[src/rtl/ysyx_22050019_axi_pkg.sv]
// Shared types and constants for the LSU AXI4-Lite master: FSM states, response codes
// and byte-lane shift helpers.
package ysyx_22050019_axi_pkg;

    localparam int unsigned DATA_W  = 64;
    localparam int unsigned STRB_W  = DATA_W / 8;
    localparam int unsigned OFF_W   = 3;
    localparam int unsigned SHAMT_W = OFF_W + 3;

    typedef enum logic [2:0] {
        ST_IDLE,
        ST_WADDR,
        ST_WRESP,
        ST_RADDR,
        ST_RDATA,
        ST_DONE
    } lsu_state_e;

    localparam logic [1:0] RESP_OKAY   = 2'b00;
    localparam logic [1:0] RESP_SLVERR = 2'b10;
    localparam logic [1:0] RESP_DECERR = 2'b11;

    // Byte offset within the 64-bit beat converted to a bit shift amount.
    function automatic logic [SHAMT_W-1:0] lane_shamt(input logic [OFF_W-1:0] off);
        return {off, 3'b000};
    endfunction

endpackage

[src/rtl/lsu_axi_lane_align.sv]
// Byte-lane alignment between the LSU's right-aligned data and the 64-bit AXI beat.
module lsu_axi_lane_align
    import ysyx_22050019_axi_pkg::*;
(
    input  logic [OFF_W-1:0]  wr_off,
    input  logic [DATA_W-1:0] wdata,
    input  logic [STRB_W-1:0] wmask,
    input  logic [OFF_W-1:0]  rd_off,
    input  logic [DATA_W-1:0] rdata,
    output logic [DATA_W-1:0] wdata_c,
    output logic [STRB_W-1:0] wstrb_c,
    output logic [DATA_W-1:0] rdata_c
);

    // Bytes pushed past lane 7 fall off the top; misalignment is not trapped here.
    assign wdata_c = wdata << lane_shamt(wr_off);
    assign wstrb_c = wmask << wr_off;
    assign rdata_c = rdata >> lane_shamt(rd_off);

endmodule

[src/rtl/lsu_axi_master.sv]
// Converts single-outstanding LSU load/store requests into AXI4-Lite transactions
// and returns load data right-aligned to bit 0.
module lsu_axi_master
    import ysyx_22050019_axi_pkg::*;
#(
    parameter int unsigned AXI_AW = 32,
    parameter int unsigned DW     = 64
) (
    input  logic              clk,
    input  logic              rst,
    input  logic              req_valid,
    output logic              req_ready,
    input  logic              req_we,
    input  logic              req_re,
    input  logic [63:0]       req_addr,
    input  logic [DW-1:0]     req_wdata,
    input  logic [7:0]        req_wmask,
    output logic              resp_valid,
    output logic [DW-1:0]     resp_rdata,
    output logic              resp_err,
    output logic              m_axi_aw_valid,
    input  logic              m_axi_aw_ready,
    output logic [AXI_AW-1:0] m_axi_aw_addr,
    output logic              m_axi_w_valid,
    input  logic              m_axi_w_ready,
    output logic [DW-1:0]     m_axi_w_data,
    output logic [7:0]        m_axi_w_strb,
    input  logic              m_axi_b_valid,
    output logic              m_axi_b_ready,
    input  logic [1:0]        m_axi_b_resp,
    output logic              m_axi_ar_valid,
    input  logic              m_axi_ar_ready,
    output logic [AXI_AW-1:0] m_axi_ar_addr,
    input  logic              m_axi_r_valid,
    output logic              m_axi_r_ready,
    input  logic [DW-1:0]     m_axi_r_data,
    input  logic [1:0]        m_axi_r_resp
);

    lsu_state_e        state_q, state_d;
    logic              aw_valid_q, aw_valid_d;
    logic              w_valid_q, w_valid_d;
    logic              b_ready_q, b_ready_d;
    logic              ar_valid_q, ar_valid_d;
    logic              r_ready_q, r_ready_d;
    logic [AXI_AW-1:0] aw_addr_q, aw_addr_d;
    logic [AXI_AW-1:0] ar_addr_q, ar_addr_d;
    logic [DW-1:0]     w_data_q, w_data_d;
    logic [7:0]        w_strb_q, w_strb_d;
    logic [OFF_W-1:0]  rd_off_q, rd_off_d;
    logic              resp_valid_q, resp_valid_d;
    logic              resp_err_q, resp_err_d;
    logic [DW-1:0]     resp_rdata_q, resp_rdata_d;

    logic [DW-1:0]     wdata_sh_c;
    logic [7:0]        wstrb_sh_c;
    logic [DW-1:0]     rdata_sh_c;
    logic [AXI_AW-1:0] beat_addr_c;

    if (AXI_AW < 64) begin : g_addr_hi
        logic unused_addr_hi;
        assign unused_addr_hi = ^req_addr[63:AXI_AW];
    end

    assign beat_addr_c = {req_addr[AXI_AW-1:3], 3'b000};

    lsu_axi_lane_align u_lane_align (
        .wr_off  (req_addr[OFF_W-1:0]),
        .wdata   (req_wdata),
        .wmask   (req_wmask),
        .rd_off  (rd_off_q),
        .rdata   (m_axi_r_data),
        .wdata_c (wdata_sh_c),
        .wstrb_c (wstrb_sh_c),
        .rdata_c (rdata_sh_c)
    );

    // Next-state and registered-output logic; valids depend only on state and handshakes seen.
    always_comb begin
        state_d      = state_q;
        aw_valid_d   = aw_valid_q;
        w_valid_d    = w_valid_q;
        b_ready_d    = b_ready_q;
        ar_valid_d   = ar_valid_q;
        r_ready_d    = r_ready_q;
        aw_addr_d    = aw_addr_q;
        ar_addr_d    = ar_addr_q;
        w_data_d     = w_data_q;
        w_strb_d     = w_strb_q;
        rd_off_d     = rd_off_q;
        resp_valid_d = 1'b0;
        resp_err_d   = resp_err_q;
        resp_rdata_d = resp_rdata_q;

        case (state_q)
            ST_IDLE: begin
                if (req_valid && req_we) begin
                    state_d    = ST_WADDR;
                    aw_addr_d  = beat_addr_c;
                    w_data_d   = wdata_sh_c;
                    w_strb_d   = wstrb_sh_c;
                    aw_valid_d = 1'b1;
                    w_valid_d  = 1'b1;
                end else if (req_valid && req_re) begin
                    state_d    = ST_RADDR;
                    ar_addr_d  = beat_addr_c;
                    rd_off_d   = req_addr[OFF_W-1:0];
                    ar_valid_d = 1'b1;
                end
            end
            ST_WADDR: begin
                // AW and W retire independently; clearing a valid marks that channel done.
                if (aw_valid_q && m_axi_aw_ready) aw_valid_d = 1'b0;
                if (w_valid_q && m_axi_w_ready)   w_valid_d  = 1'b0;
                if (!aw_valid_d && !w_valid_d) begin
                    state_d   = ST_WRESP;
                    b_ready_d = 1'b1;
                end
            end
            ST_WRESP: begin
                if (m_axi_b_valid) begin
                    b_ready_d    = 1'b0;
                    resp_err_d   = (m_axi_b_resp != RESP_OKAY);
                    resp_valid_d = 1'b1;
                    state_d      = ST_DONE;
                end
            end
            ST_RADDR: begin
                if (m_axi_ar_ready) begin
                    ar_valid_d = 1'b0;
                    r_ready_d  = 1'b1;
                    state_d    = ST_RDATA;
                end
            end
            ST_RDATA: begin
                if (m_axi_r_valid) begin
                    r_ready_d    = 1'b0;
                    resp_rdata_d = rdata_sh_c;
                    resp_err_d   = (m_axi_r_resp != RESP_OKAY);
                    resp_valid_d = 1'b1;
                    state_d      = ST_DONE;
                end
            end
            ST_DONE: begin
                state_d = ST_IDLE;
            end
            default: begin
                state_d    = ST_IDLE;
                aw_valid_d = 1'b0;
                w_valid_d  = 1'b0;
                b_ready_d  = 1'b0;
                ar_valid_d = 1'b0;
                r_ready_d  = 1'b0;
            end
        endcase
    end

    always_ff @(posedge clk or posedge rst) begin
        if (rst) begin
            state_q      <= ST_IDLE;
            aw_valid_q   <= 1'b0;
            w_valid_q    <= 1'b0;
            b_ready_q    <= 1'b0;
            ar_valid_q   <= 1'b0;
            r_ready_q    <= 1'b0;
            aw_addr_q    <= '0;
            ar_addr_q    <= '0;
            w_data_q     <= '0;
            w_strb_q     <= '0;
            rd_off_q     <= '0;
            resp_valid_q <= 1'b0;
            resp_err_q   <= 1'b0;
            resp_rdata_q <= '0;
        end else begin
            state_q      <= state_d;
            aw_valid_q   <= aw_valid_d;
            w_valid_q    <= w_valid_d;
            b_ready_q    <= b_ready_d;
            ar_valid_q   <= ar_valid_d;
            r_ready_q    <= r_ready_d;
            aw_addr_q    <= aw_addr_d;
            ar_addr_q    <= ar_addr_d;
            w_data_q     <= w_data_d;
            w_strb_q     <= w_strb_d;
            rd_off_q     <= rd_off_d;
            resp_valid_q <= resp_valid_d;
            resp_err_q   <= resp_err_d;
            resp_rdata_q <= resp_rdata_d;
        end
    end

    assign req_ready      = (state_q == ST_IDLE);
    assign resp_valid     = resp_valid_q;
    assign resp_err       = resp_err_q;
    assign resp_rdata     = resp_rdata_q;
    assign m_axi_aw_valid = aw_valid_q;
    assign m_axi_aw_addr  = aw_addr_q;
    assign m_axi_w_valid  = w_valid_q;
    assign m_axi_w_data   = w_data_q;
    assign m_axi_w_strb   = w_strb_q;
    assign m_axi_b_ready  = b_ready_q;
    assign m_axi_ar_valid = ar_valid_q;
    assign m_axi_ar_addr  = ar_addr_q;
    assign m_axi_r_ready  = r_ready_q;

endmodule

[config.mk]
export PLATFORM = sky130hd
export DESIGN_NAME = lsu_axi_master
export DESIGN_NICKNAME = d
export VERILOG_FILES = /design/src/rtl/ysyx_22050019_axi_pkg.sv /design/src/rtl/lsu_axi_lane_align.sv /design/src/rtl/lsu_axi_master.sv
export SDC_FILE = /design/constraint.sdc
export NUM_CORES = 1
export LEC_CHECK = 0
export ABC_AREA = 0
export ABC_CLOCK_PERIOD_IN_PS = 8100
export CAP_MARGIN = 30
export CELL_PAD_IN_SITES_DETAIL_PLACEMENT = 1
export CELL_PAD_IN_SITES_GLOBAL_PLACEMENT = 1
export CORE_UTILIZATION = 34
export CTS_CLUSTER_SIZE = 20
export DETAILED_ROUTE_END_ITERATION = 8
export PLACE_DENSITY = 0.84
export SLEW_MARGIN = 20
export SYNTH_ARGS = -nofsm -noshare
export SYNTH_HDL_FRONTEND = slang
export SYNTH_SLANG_ARGS = --single-unit
export TNS_END_PERCENT = 5
[constraint.sdc]
create_clock -name clk -period 8.1 [get_ports clk]
set_input_delay 1.215 -clock clk [delete_from_list [all_inputs] [get_ports clk]]
set_output_delay 1.215 -clock clk [all_outputs]
set_load 0.02 [all_outputs]
==> flow_summary.ini <==
[clock_tree]
tritoncts = yes
clock_tree.buffer_depth = 3
insertion_delay_ns = 0.53
clock_tree.htree_level_count = 1
cts.clk_slew.worst_paths_ns = 0.06
tritoncts.num_buffers = 26
cts.repair_timing.setup_buffer_count = 0
postCtsHoldBufs = 0
post_cts.resized_instances = 0
clock_tree.root_cell = sky130_fd_sc_hd__clkbuf_16
cts_num_sinks = 207

[floorplanning]
die-height_um = 181
ios = 422
die_footprint_um2 = 32800
design.core.area_um2 = 31600
die-width_um = 181
start_util_pct = 34.6
std_cell_rows = 65

[synth]
synth_largest_area_cell = sky130_fd_sc_hd__dfrtp_1
synth.avg_cell_area_um2 = 11.6
seq_area_frac_synth_pct = 47.5
postSynthRegisterBits = 207
syn-cell-area_um2 = 10900
synth_top_area_share_pct = 47.5
synth_commonest_cells = sky130_fd_sc_hd__dfrtp_1 (207), sky130_fd_sc_hd__nand2_1 (192), sky130_fd_sc_hd__mux4_2 (77), sky130_fd_sc_hd__a22o_1 (53), sky130_fd_sc_hd__o21ai_0 (48)
synth.area.top_cells = sky130_fd_sc_hd__dfrtp_1 (47%), sky130_fd_sc_hd__mux4_2 (16%), sky130_fd_sc_hd__nand2_1 (6.6%)
synth_flop_cell = sky130_fd_sc_hd__dfrtp_1
syn-instance-count = 937
synthMostInstantiatedCell = sky130_fd_sc_hd__dfrtp_1
number_of_enable_flip_flop_cells_after_synthesis = 0
number_of_distinct_standard_cells_referenced_by_the_synthesized_netlist = 48
synth-warning-count = 0
synth_async_reset_ratio_pct = 100

[worst_setup_path]
number_of_cells_on_the_worst_reg_to_reg_path = 6
slowest_delay_ns = 0.61
cp_data_arrival_time_ns = 2.39
reg2reg_to = m_axi_w_data[37]$_DFFE_PP0P_
source_of_the_worst_register_to_register_timing_path = state_q[2]$_DFFE_PP0P_
crit_type = reg2out
cp_max_fo = 17
start_kind = register
critical-path-slowest-cell = sky130_fd_sc_hd__clkdlybuf4s50_1
cp_cell_sequence = or3_1 > inv_2 > clkdlybuf4s50_1
cp_startpoint = state_q[2]$_DFFE_PP0P_
critical_path.endpoint_type = output port
required_ns = 6.88
rrSetupSlack_ns = 5.07

[placed_design]
placed_cells_incl_taps = 1656
place_congestion = 0.846
hpwlAfterDp_mm = 30.9
count_of_buffers_inserted_at_the_top_level_ports = 383

[cells_and_area]
stdcell_count = 1706
final_layout_size_suffix_gt1_share_pct = 13.1
area.growth.synth_to_final_pct = 46.0
final_net_count = 1499

[sta]
rsz0062_at_grt = no
timing.max_slew.rel_slack_pct = 33.0
min_period_ns = 3.61
finalClockSkew_ns = 0.0107
final_worst_path_period_share_pct = 44.5
slew_of_the_pin_with_the_lowest_slew_margin_ns = 1.00
final-hold-violation-count = 0
timing_max_transition_violations_final = 0
fin_setup_tns_ns = 0
setup_viol = 0
timing.fmax_mhz = 277

[hold_path]
hold_path.class = reg2reg
min_delay_path_depth = 2
holdCritStartpoint = m_axi_aw_addr[14]$_DFFE_PP0P_
worstHoldEndpoint = m_axi_aw_addr[14]$_DFFE_PP0P_

[drt]
drtIter0Drc = 563
viasPerCell = 5.64
detail-route-antenna-nets = 0
drc_errors = 0
routed_via_count = 9628
wl_mm = 43.0
drtPass1Iterations = 5
wl_per_cell_um = 25.2

[global_route]
first_global_vias = 10700
antenna_violations_before_repair = 2
global_route.overflow_total = 0
grt_max_degree = 133
first_pass_grt_wire_length_mm = 65.0
grt_util_all_layers_pct = 26.0

[power_and_ir_drop]
internal-power_w = 0.00361
power.share.sequential_pct = 30.3
power.share.switching_pct = 39.3
vdd.ir_drop.worst_v = 0.000156
power.density_cell_area_nw_per_um2 = 374
power.combinational.fraction_pct = 50.1
power_leakage_nw = 6.72
net-switching-power_w = 0.00234
pwr-share-clk_pct = 19.6

[run]
max_cap_violations = 0

[outcome]
result_of_the_run = finished, final reports clean
==> cells in the final DEF, fill, tap and decap left out, types with 16 or more instances in the layout <==
cell type and count:
sky130_fd_sc_hd__mux2i_1 35, sky130_fd_sc_hd__nand2_1 192, sky130_fd_sc_hd__clkdlybuf4s50_1 381, sky130_fd_sc_hd__nor2_1 42, sky130_fd_sc_hd__mux4_2 77, sky130_fd_sc_hd__clkbuf_16 27, sky130_fd_sc_hd__o21ai_0 48, sky130_fd_sc_hd__mux2_2 21
sky130_fd_sc_hd__dfrtp_1 205, sky130_fd_sc_hd__a21oi_1 20, sky130_fd_sc_hd__o211ai_1 16, sky130_fd_sc_hd__a22o_1 53, sky130_fd_sc_hd__mux2_1 29
==> through the flow <==
step / instance area [um^2] / hold WS [ns] / total power, W / utilization (%) / worst slack, ns
global route: 15900 / 0.491 / 0.00624 / 50.5 / 4.38
detailed placement: 15000 / 0.461 / 0.00477 / 47.5 / 4.36
floorplan: 10900 / 0.581 / 0.00332 / - / 1.23
finish: 15900 / 0.471 / 0.00595 / 50.5 / 4.49
CTS: 15900 / 0.476 / 0.00598 / 50.2 / 4.44
global placement: 15000 / 0.459 / 0.00467 / 47.4 / 4.39
==> critical path: cells and delay by family (launching register included) <==
kind	cells	cell delay, ns
buffers and inverters	2	0.75
flip-flops	1	0.58
AND/OR/NAND/NOR	1	0.55
==> per-layer routing <==
metal	up-vias	share of wire (%)	track usage (%)	wire, um
met4	0	5.3	13.0	2280
met3	116	9.1	7.24	3910
met1	4887	35	28.3	15000
li1	4138	-	-	-
met2	487	51	46.1	21800
met5	-	0	0	0
==> state kept, by name, indices dropped and copies added, names as in the netlist, 3 cells and up <==
register	flops
m_axi_ar_addr	29
m_axi_aw_addr	29
m_axi_w_data	64
m_axi_w_strb	8
rd_off_q	3
resp_rdata	64
state_q	3
==> cell type report <==
class	instances	area (um^2)
fillers	3348	15600
multi-input cells	640	5320
flip-flops and latches	207	5180
repair buffers	399	4010
clock buffers	42	812
well taps	402	503
inverters	11	48.8
clock inverters	4	45.0
diodes	1	2.50
==> power by group through the flow <==
stage | clock [W] | sequential, W | combinational, W
6_report | 0.00117 | 0.00180 | 0.00298
5_1_grt | 0.00123 | 0.00185 | 0.00315
4_1_cts | 0.00120 | 0.00180 | 0.00299
3_5_place_dp | 0 | 0.00181 | 0.00297
3_3_place_gp | 0 | 0.00178 | 0.00289
2_1_floorplan | 0 | 0.00228 | 0.00104
==> worst max-delay path by stage <==
stage / endpoint
detailed placement: m_axi_w_data[37]$_DFFE_PP0P_
finish: req_ready
floorplan: m_axi_ar_addr[10]$_DFFE_PP0P_
global route: req_ready
CTS: req_ready
global placement: resp_rdata[5]$_DFFE_PP0P_
==> kinds of logic (layout without fill, tap and decap cells) <==
| family | count (synthesis) | count (layout) | share of synthesized area (%) |
|---|---|---|---|
| AOI/OAI and AO/OA | 200 | 200 | 13.1 |
| and+or+nand+nor | 272 | 272 | 10.9 |
| muxes | 162 | 162 | 24.3 |
| buffers and inverters | 95 | 456 | 4.21 |
| other | 1 | 7 | 0.0344 |
| DFF | 207 | 207 | 47.5 |
Note: power is estimated with default switching activity, not from simulation.
